`src/rtl/vip_bit_region_stats.sv`:
```
// Per-frame set-pixel count and bounding box for the 1-bit morphology stream.
// Optional ROI gating is compiled in with `define VIP_STATS_ROI_EN.
module vip_bit_region_stats #(
  parameter logic [10:0] IMG_HDISP = 11'd1024,
  parameter logic [10:0] IMG_VDISP = 11'd768,
  parameter logic [10:0] ROI_X0    = 11'd0,
  parameter logic [10:0] ROI_X1    = 11'd1023,
  parameter logic [10:0] ROI_Y0    = 11'd0,
  parameter logic [10:0] ROI_Y1    = 11'd767
) (
  input  logic        clk,
  input  logic        rst_n,
  input  logic        per_frame_vsync,
  input  logic        per_frame_href,
  input  logic        per_frame_clken,
  input  logic        per_img_Bit,
  output logic        stats_valid,
  output logic        obj_found,
  output logic [20:0] pix_cnt,
  output logic [10:0] x_min,
  output logic [10:0] x_max,
  output logic [10:0] y_min,
  output logic [10:0] y_max,
  output logic [7:0]  frame_cnt
);

  typedef enum logic [1:0] {IDLE, ACCUM, DONE} state_t;

  state_t      state, state_next;
  logic        vsync_d, href_d;
  logic        rise, fall, href_fall;
  logic        clear, frame_end, sample, in_area, in_roi, hit;
  logic [10:0] x, y;
  logic [20:0] acc_cnt;
  logic [10:0] acc_xmin, acc_xmax, acc_ymin, acc_ymax;

  if (ROI_X0 > ROI_X1 || ROI_Y0 > ROI_Y1) begin : g_bad_roi
    $error("vip_bit_region_stats: ROI bounds are inverted");
  end

  assign rise      = per_frame_vsync & ~vsync_d;
  assign fall      = ~per_frame_vsync & vsync_d;
  assign href_fall = ~per_frame_href & href_d;
  assign frame_end = (state == ACCUM) && fall;

  assign sample  = (state == ACCUM) && per_frame_vsync && per_frame_href && per_frame_clken;
  assign in_area = (x < IMG_HDISP) && (y < IMG_VDISP);
`ifdef VIP_STATS_ROI_EN
  assign in_roi  = (x >= ROI_X0) && (x <= ROI_X1) && (y >= ROI_Y0) && (y <= ROI_Y1);
`else
  assign in_roi  = 1'b1;
`endif
  assign hit = sample && per_img_Bit && in_area && in_roi;

  // vsync_d resets high so a reset released mid-frame cannot fake a rise.
  always_ff @(posedge clk or negedge rst_n) begin
    if (!rst_n) begin
      vsync_d <= 1'b1;
      href_d  <= 1'b0;
      state   <= IDLE;
    end else begin
      vsync_d <= per_frame_vsync;
      href_d  <= per_frame_href;
      state   <= state_next;
    end
  end

  always_comb begin
    state_next = state;
    clear      = 1'b0;
    case (state)
      IDLE: begin
        if (rise) begin
          state_next = ACCUM;
          clear      = 1'b1;
        end
      end
      ACCUM: begin
        if (fall) state_next = DONE;
      end
      DONE: begin
        if (rise) begin
          state_next = ACCUM;
          clear      = 1'b1;
        end else begin
          state_next = IDLE;
        end
      end
      default: state_next = IDLE;
    endcase
  end

  always_ff @(posedge clk or negedge rst_n) begin
    if (!rst_n) begin
      x        <= '0;
      y        <= '0;
      acc_cnt  <= '0;
      acc_xmin <= '1;
      acc_ymin <= '1;
      acc_xmax <= '0;
      acc_ymax <= '0;
    end else if (clear) begin
      x        <= '0;
      y        <= '0;
      acc_cnt  <= '0;
      acc_xmin <= '1;
      acc_ymin <= '1;
      acc_xmax <= '0;
      acc_ymax <= '0;
    end else if (state == ACCUM) begin
      if (href_fall) begin
        x <= '0;
        if (y != 11'h7FF) y <= y + 11'd1;
      end else if (sample && x != 11'h7FF) begin
        x <= x + 11'd1;
      end
      if (hit) begin
        if (acc_cnt != '1) acc_cnt <= acc_cnt + 21'd1;
        if (x < acc_xmin) acc_xmin <= x;
        if (x > acc_xmax) acc_xmax <= x;
        if (y < acc_ymin) acc_ymin <= y;
        if (y > acc_ymax) acc_ymax <= y;
      end
    end
  end

  // Empty frames report an all-zero box rather than the cleared sentinels.
  always_ff @(posedge clk or negedge rst_n) begin
    if (!rst_n) begin
      stats_valid <= 1'b0;
      obj_found   <= 1'b0;
      pix_cnt     <= '0;
      x_min       <= '0;
      x_max       <= '0;
      y_min       <= '0;
      y_max       <= '0;
      frame_cnt   <= '0;
    end else begin
      stats_valid <= frame_end;
      if (frame_end) begin
        obj_found <= (acc_cnt != '0);
        pix_cnt   <= acc_cnt;
        x_min     <= (acc_cnt != '0) ? acc_xmin : 11'd0;
        x_max     <= (acc_cnt != '0) ? acc_xmax : 11'd0;
        y_min     <= (acc_cnt != '0) ? acc_ymin : 11'd0;
        y_max     <= (acc_cnt != '0) ? acc_ymax : 11'd0;
        frame_cnt <= frame_cnt + 8'd1;
      end
    end
  end

endmodule

```
`config.mk`:
```
export PLATFORM = sky130hd
export DESIGN_NAME = vip_bit_region_stats
export DESIGN_NICKNAME = d
export VERILOG_FILES = /design/src/rtl/vip_bit_region_stats.sv
export SDC_FILE = /design/constraint.sdc
export NUM_CORES = 1
export LEC_CHECK = 0
export CAP_MARGIN = 10
export CELL_PAD_IN_SITES_DETAIL_PLACEMENT = 0
export CELL_PAD_IN_SITES_GLOBAL_PLACEMENT = 1
export CORE_UTILIZATION = 40
export CTS_CLUSTER_SIZE = 8
export DETAILED_ROUTE_END_ITERATION = 16
export PLACE_DENSITY = 0.81
export SLEW_MARGIN = 20
export SYNTH_ARGS = -nofsm -noshare
export SYNTH_HDL_FRONTEND = slang
export SYNTH_SLANG_ARGS = --single-unit
```
`constraint.sdc`:
```
create_clock -name clk -period 1.9 [get_ports clk]
set_input_delay 0.38 -clock clk [delete_from_list [all_inputs] [get_ports clk]]
set_output_delay 0.38 -clock clk [all_outputs]
set_load 0.005 [all_outputs]
```
Word-level counts from Yosys, hierarchy flattened

Index checks and enable logic that the tools add are counted.

Bits in registers: 166
Bits in latches: 0
Memory bits (writable): 0
Bits in read-only memories: 0
Memories kept: 0

Add/sub/neg operators: 4
$mul: 0
Div/mod/pow operators: 0
Order comparisons: 6
Eq/ne operators: 7
Shift operators: 0
Multiplexer cells: 38
Bitwise operators: 6
Reductions and logical operators: 29

Operators by type and width:

| kind                                                                            | count |
|---|---|
| 11-bit 2-to-1 mux                                                               | 28 |
| 21-bit 2-to-1 mux                                                               | 4 |
| 11-bit by 1-bit adder with 11-bit output (second input constant)                | 2 |
| 11-bit greater-than comparator                                                  | 2 |
| 11-bit less-than comparator                                                     | 2 |
| 11-bit != test (second input constant)                                          | 2 |
| 21-bit by 1-bit adder with 21-bit output (second input constant)                | 1 |
| 21-bit != test (second input constant)                                          | 1 |
| 21-bit nonzero test                                                             | 1 |
| 3-bit AND reduction                                                             | 6 |
| 2-bit nonzero test                                                              | 9 |
| 11-bit by 10-bit less-than comparator with 1-bit output (second input constant) | 1 |
| 11-bit less-than comparator (second input constant)                             | 1 |
| 8-bit by 1-bit adder with 8-bit output (second input constant)                  | 1 |
| 1-bit logical AND                                                               | 8 |
| 2-bit case mux with 3 select lines                                              | 1 |
| 2-bit 2-to-1 mux                                                                | 2 |
| 2-bit != test (second input constant)                                           | 2 |
| 2-bit AND reduction                                                             | 2 |
| 1-bit bitwise AND                                                               | 3 |
| 1-bit 2-to-1 mux                                                                | 3 |
| 1-bit NOT                                                                       | 3 |
| 3-bit nonzero test                                                              | 1 |
| 2-bit by 1-bit == test with 1-bit output (second input constant)                | 1 |
| 3 further kinds                                                                 | 3 |

Longest topological paths before layout

Depth after elaboration: 9
Depth in mapped cells: 9
Mapped depth without buffers: 8

Worst setup path before layout

No wires, ideal clock.

Path kind: register -> register
Start: reg y[4]
End: reg acc_ymax[7]
Library setup time: 0.123 ns
Arrival: 1.753 ns
Data required time: 1.777 ns
Path slack: 0.024 ns
Cell stages (with the launch flop): 9
Path buffers: 1
Period minus slack after synthesis: 1.876 ns
Cell sequence: dfrtp_1 ha_1 a211oi_1 nor2_1 o31a_1 o221a_2 buf_2 nand2_1 o21ai_1

Longest elaborated chain between the ends: 5
Elaborated cells between the ends (all ways): 7
Classes of those cells: order compare: 2; reduce/logical: 5

Ends and longest elaborated chain:

| item                                                    | line | RTL |
|---|---|---|
| start: declaration                                      | 33   | `logic [10:0] x, y;` |
| start signal: assignment                                | 113  | `if (y != 11'h7FF) y <= y + 11'd1;` |
| 11-bit by 10-bit less-than comparator with 1-bit output | 47   | `assign in_area = (x < IMG_HDISP) && (y < IMG_VDISP);` |
| 1-bit logical AND                                       | 47   |  |
| 1-bit logical AND                                       | 53   | `assign hit = sample && per_img_Bit && in_area && in_roi;` |
| 2-bit nonzero test (no source line)                     | --   |  |
| 3-bit AND reduction (no source line) (*)                | --   |  |
| end signal: assignment                                  | 122  | `if (y > acc_ymax) acc_ymax <= y;` |
| end: declaration                                        | 35   | `logic [10:0] acc_xmin, acc_xmax, acc_ymin, acc_ymax;` |

Every way passes the cells marked *; elsewhere a longest branch is shown, timed or not.
A chain may end at the register's enable or synchronous reset.

Final worst setup path

Start: reg y[5]
End: reg acc_ymin[6]

Longest elaborated chain between the ends: 5
Elaborated cells between the ends (all ways): 7
Classes of those cells: order compare: 2; reduce/logical: 5

Ends and longest elaborated chain:

| item                                                    | line | RTL |
|---|---|---|
| 11-bit by 10-bit less-than comparator with 1-bit output | 47   |  |
| 1-bit logical AND                                       | 47   |  |
| 1-bit logical AND                                       | 53   |  |
| 2-bit nonzero test (no source line)                     | --   |  |
| 3-bit AND reduction (no source line) (*)                | --   |  |
| end signal: assignment                                  | 121  | `if (y < acc_ymin) acc_ymin <= y;` |
| end: declaration                                        | 35   |  |

Marks and branches as above.

==> results.py <==
metrics = {
    "synth": {
        "yosys_most_used_dff": "dfrtp_1",
        "ys_ff_latch": 166,
        "synthDistinctLibCells": 50,
        "syn_nets": 836,
        "yosysTopAreaCellShare": 0.454,
        "synthTopCellsByArea": "dfrtp_1 (45%), dfstp_2 (7.7%), ha_1 (7.5%), nand2_1 (6.7%), a22o_1 (4.9%)",
        "yosysWarnings": 0,
        "avgSynthCellArea_sq_um": 10.1,
        "async_flop_share": 1.00,
        "syn_inst": 783,
        "synth_edf_count": 0,
        "synth_top_area_cell": "dfrtp_1",
        "yosysSeqAreaShare": 0.531,
        "synth.cell_area_sq_um": 7880,
    },
    "critical_path": {
        "cp-start-kind": "register",
        "crit_start": "y[5]",
        "timing.rr.start": "y[5]",
        "worst-setup-path-type": "register to register",
        "crit_path_end": "acc_ymin[6]",
        "worstPathRequired_ns": 2.24,
        "timing.rr.end": "acc_ymin[6]",
        "arrival_ns": 2.31,
        "r2r_cells": 10,
        "rrSetupSlack_ns": -0.07,
        "crit_path_max_fanout": 7,
        "critPathCaptureType": "register",
    },
    "sta": {
        "holdWs_ns": 0.168,
        "slew_viol_final": 0,
        "fin_tns_setup_ns": -0.285,
        "setup_viol": 13,
        "max_slew_margin": 0.681,
        "fmax_ghz": 0.508,
        "fin_crit_ns": 1.97,
        "finalHoldViolations": 0,
        "worstMarginPinSlew_ns": 0.474,
        "fin_ws_ns": -0.0703,
        "skew_ns": 0.0140,
        "rsz0062_at_grt": "yes",
        "period_share": 1.04,
    },
    "routing": {
        "top_layer": "met5",
        "antenna_left": 0,
        "dr_wl_met2_mm": 10.4,
        "route.detailed.drc": 0,
        "dr_total_vias": 6533,
        "drt_iter0_drc": 423,
        "drt-met1-wl_mm": 9.54,
        "wl_met3_um": 686,
        "vias_per_cell": 5.22,
        "first_pass_iters": 4,
        "wire_per_inst_um": 16.9,
        "wl_mm": 21.1,
    },
    "grt": {
        "grt_pass1_wl_mm": 33.4,
        "grt-ovfl-total": 0,
        "grt_pass1_vias": 6485,
        "grt_start_max_net_pins": 52,
        "grt.total_usage": 0.211,
        "grt_antenna_before_repair": 1,
    },
    "clock_network": {
        "clk_latency_ns": 0.43,
        "clock_path_buffers": 2,
        "htreeDepth": 4,
        "cts_tree": "built",
        "cts_sinks": 166,
        "cts_root_buf": "clkbuf_16",
        "clkTransAtPathRegs_ns": 0.06,
        "cts_inserted_buffers": 17,
    },
    "final_layout": {
        "layout-drive-gt1-share": 0.288,
        "syn2layout_area_growth_pct": 42.6,
        "nNetsFinal": 1032,
        "antennaDiodeCount": 0,
        "fillerInstances": 1616,
        "final_area_sq_um": 11200,
    },
    "floorplanning": {
        "dieArea_sq_um": 20300,
        "core_area_sq_um": 19000,
        "fp.dieW_um": 142,
        "io_pins": 81,
        "initial_core_util": 0.414,
        "fp.dieH_um": 142,
        "num_rows": 50,
    },
    "placed_design": {
        "placed_area_sq_um": 9840,
        "routabilityCongestion": 0.873,
        "dp_hpwl_mm": 13.7,
        "port_buffers": 80,
    },
    "pwr": {
        "power_density_nw_per_um2": 886,
        "power_w": 0.00995,
        "ir_drop_mv": 0.620,
        "p_leak_nw": 5.22,
    },
    "outcome": {
        "status": "complete, but fails checks",
        "violations": "negative setup slack",
    },
    "min_path": {
        "hold_path_class": "primary input to register",
    },
    "flow_run": {
        "maxCapViolCount": 0,
    },
}
-- synthesized netlist by cell type (6+ instances only) --
master    number
nand4_1       22
o21ai_1       11
a22o_1        44
o21ai_0       23
inv_1         59
nor3_1        18
xor2_1        16
nor4_1        10
mux2i_1       10
dfstp_2       23
clkbuf_1      26
ha_1          47
xnor2_1       15
a21oi_1       29
a31oi_1       10
dfrtp_1      143
nor2_1        39
and3_1         8
nor2b_1        6
o211ai_1      15
nand3_1       23
nand2_1      141
-- stage by stage --
step | util | setup slack, ns | std cells
after floorplan | - | 0.0238 | 783
after detailed placement | 0.517 | -0.393 | 1197
after global routing | 0.591 | -0.155 | 1252
after global placement | 0.517 | -0.343 | 1197
final | 0.591 | -0.0703 | 1252
after CTS | 0.566 | -0.000488 | 1242
-- critical path, cell delays in order, from the launching register on --
cell	delay [ns]
dfrtp_1	0.43
buf_6	0.17
ha_1	0.29
nand2_1	0.10
nor2_2	0.14
a21oi_2	0.07
o211ai_1	0.15
buf_4	0.17
buf_8	0.14
nor3_2	0.05
a31oi_1	0.18
-- state kept, by name, summed over array words and instances, names as in the netlist, 2 cells and up --
| register | flops |
|---|---|
| acc_xmax | 11 |
| acc_ymax | 11 |
| x | 11 |
| y | 11 |
| x_min | 11 |
| y_min | 11 |
| pix_cnt | 21 |
| acc_cnt | 21 |
| frame_cnt | 8 |
| y_max | 11 |
| x_max | 11 |
| acc_ymin | 11 |
| state | 2 |
| acc_xmin | 11 |
-- cell families (layout without fill, tap and decap cells) --
kind of cell	count (synthesis)	count (layout)	synth area share
simple gates	293	293	0.178
flops	166	166	0.531
compound gates	144	144	0.124
buf+inv	92	301	0.0449
fa+ha+maj	47	47	0.0747
xor+xnor	31	31	0.0345
mux	10	10	0.0127
-- how the worst min path moves through the flow --
stage                         start      endpoint  cells after the start
finish              per_frame_vsync       vsync_d                      1
global route        per_frame_vsync       vsync_d                      1
CTS                           rst_n          x[8]                      2
detailed placement            rst_n  frame_cnt[0]                      1
global placement              rst_n  frame_cnt[5]                      1
floorplan                     rst_n    acc_cnt[0]                      0
-- metal layers --
| metal | vias up | global-route usage |
|---|---|---|
| met4 | 2 | 0.0685 |
| li1 | 3132 | - |
| met1 | 3238 | 0.280 |
| met2 | 125 | 0.350 |
| met3 | 36 | 0.0380 |
| met5 | - | 0 |
-- layout by cell type, fill, tap and decap left out, drive strengths merged, types with 2 or more instances in the layout --
cell type        n
dfrtp          143
nand2          141
buf            128
clkdlybuf4s50   78
inv             63
ha              47
a22o            44
nor2            40
o21ai           34
a21oi           29
nand3           24
dfstp           23
nand4           23
clkbuf          20
nor3            19
xor2            16
xnor2           15
o211ai          15
mux2i           10
a31oi           10
nor4            10
and3             8
nor2b            6
or3              5
and4             5
clkinv           5
a211oi           3
bufinv           3
a31o             3
or4              2
nand3b           2
clkinvlp         2
and2             2
-- power by group --
part / total (W) / switching, W / internal [W]
logic: 0.00212 / 0.000944 / 0.00118
registers: 0.00423 / 0.000289 / 0.00394
clock network: 0.00360 / 0.00148 / 0.00212
-- cell type report --
type	count	area (sq um)	area share
Inverter	59	226	0.0202
Multi-Input combinational cell	525	3840	0.342
Tap cell	260	325	0.0290
Sequential cell	166	4190	0.373
Clock inverter	14	173	0.0154
Timing Repair Buffer	210	2040	0.182
Clock buffer	18	439	0.0391
-- what timing repair did --
action | CTS | global route
pin swaps | 14 | 37
endpoints found under the setup margin | 78 | 101
endpoints found under the hold margin | 19 | 0
cloned | 5 | 3
gates resized for setup | 48 | 81
hold buffers | 1 | 0
setup buffers | 7 | 7
Note: power is estimated with default switching activity, not from simulation.
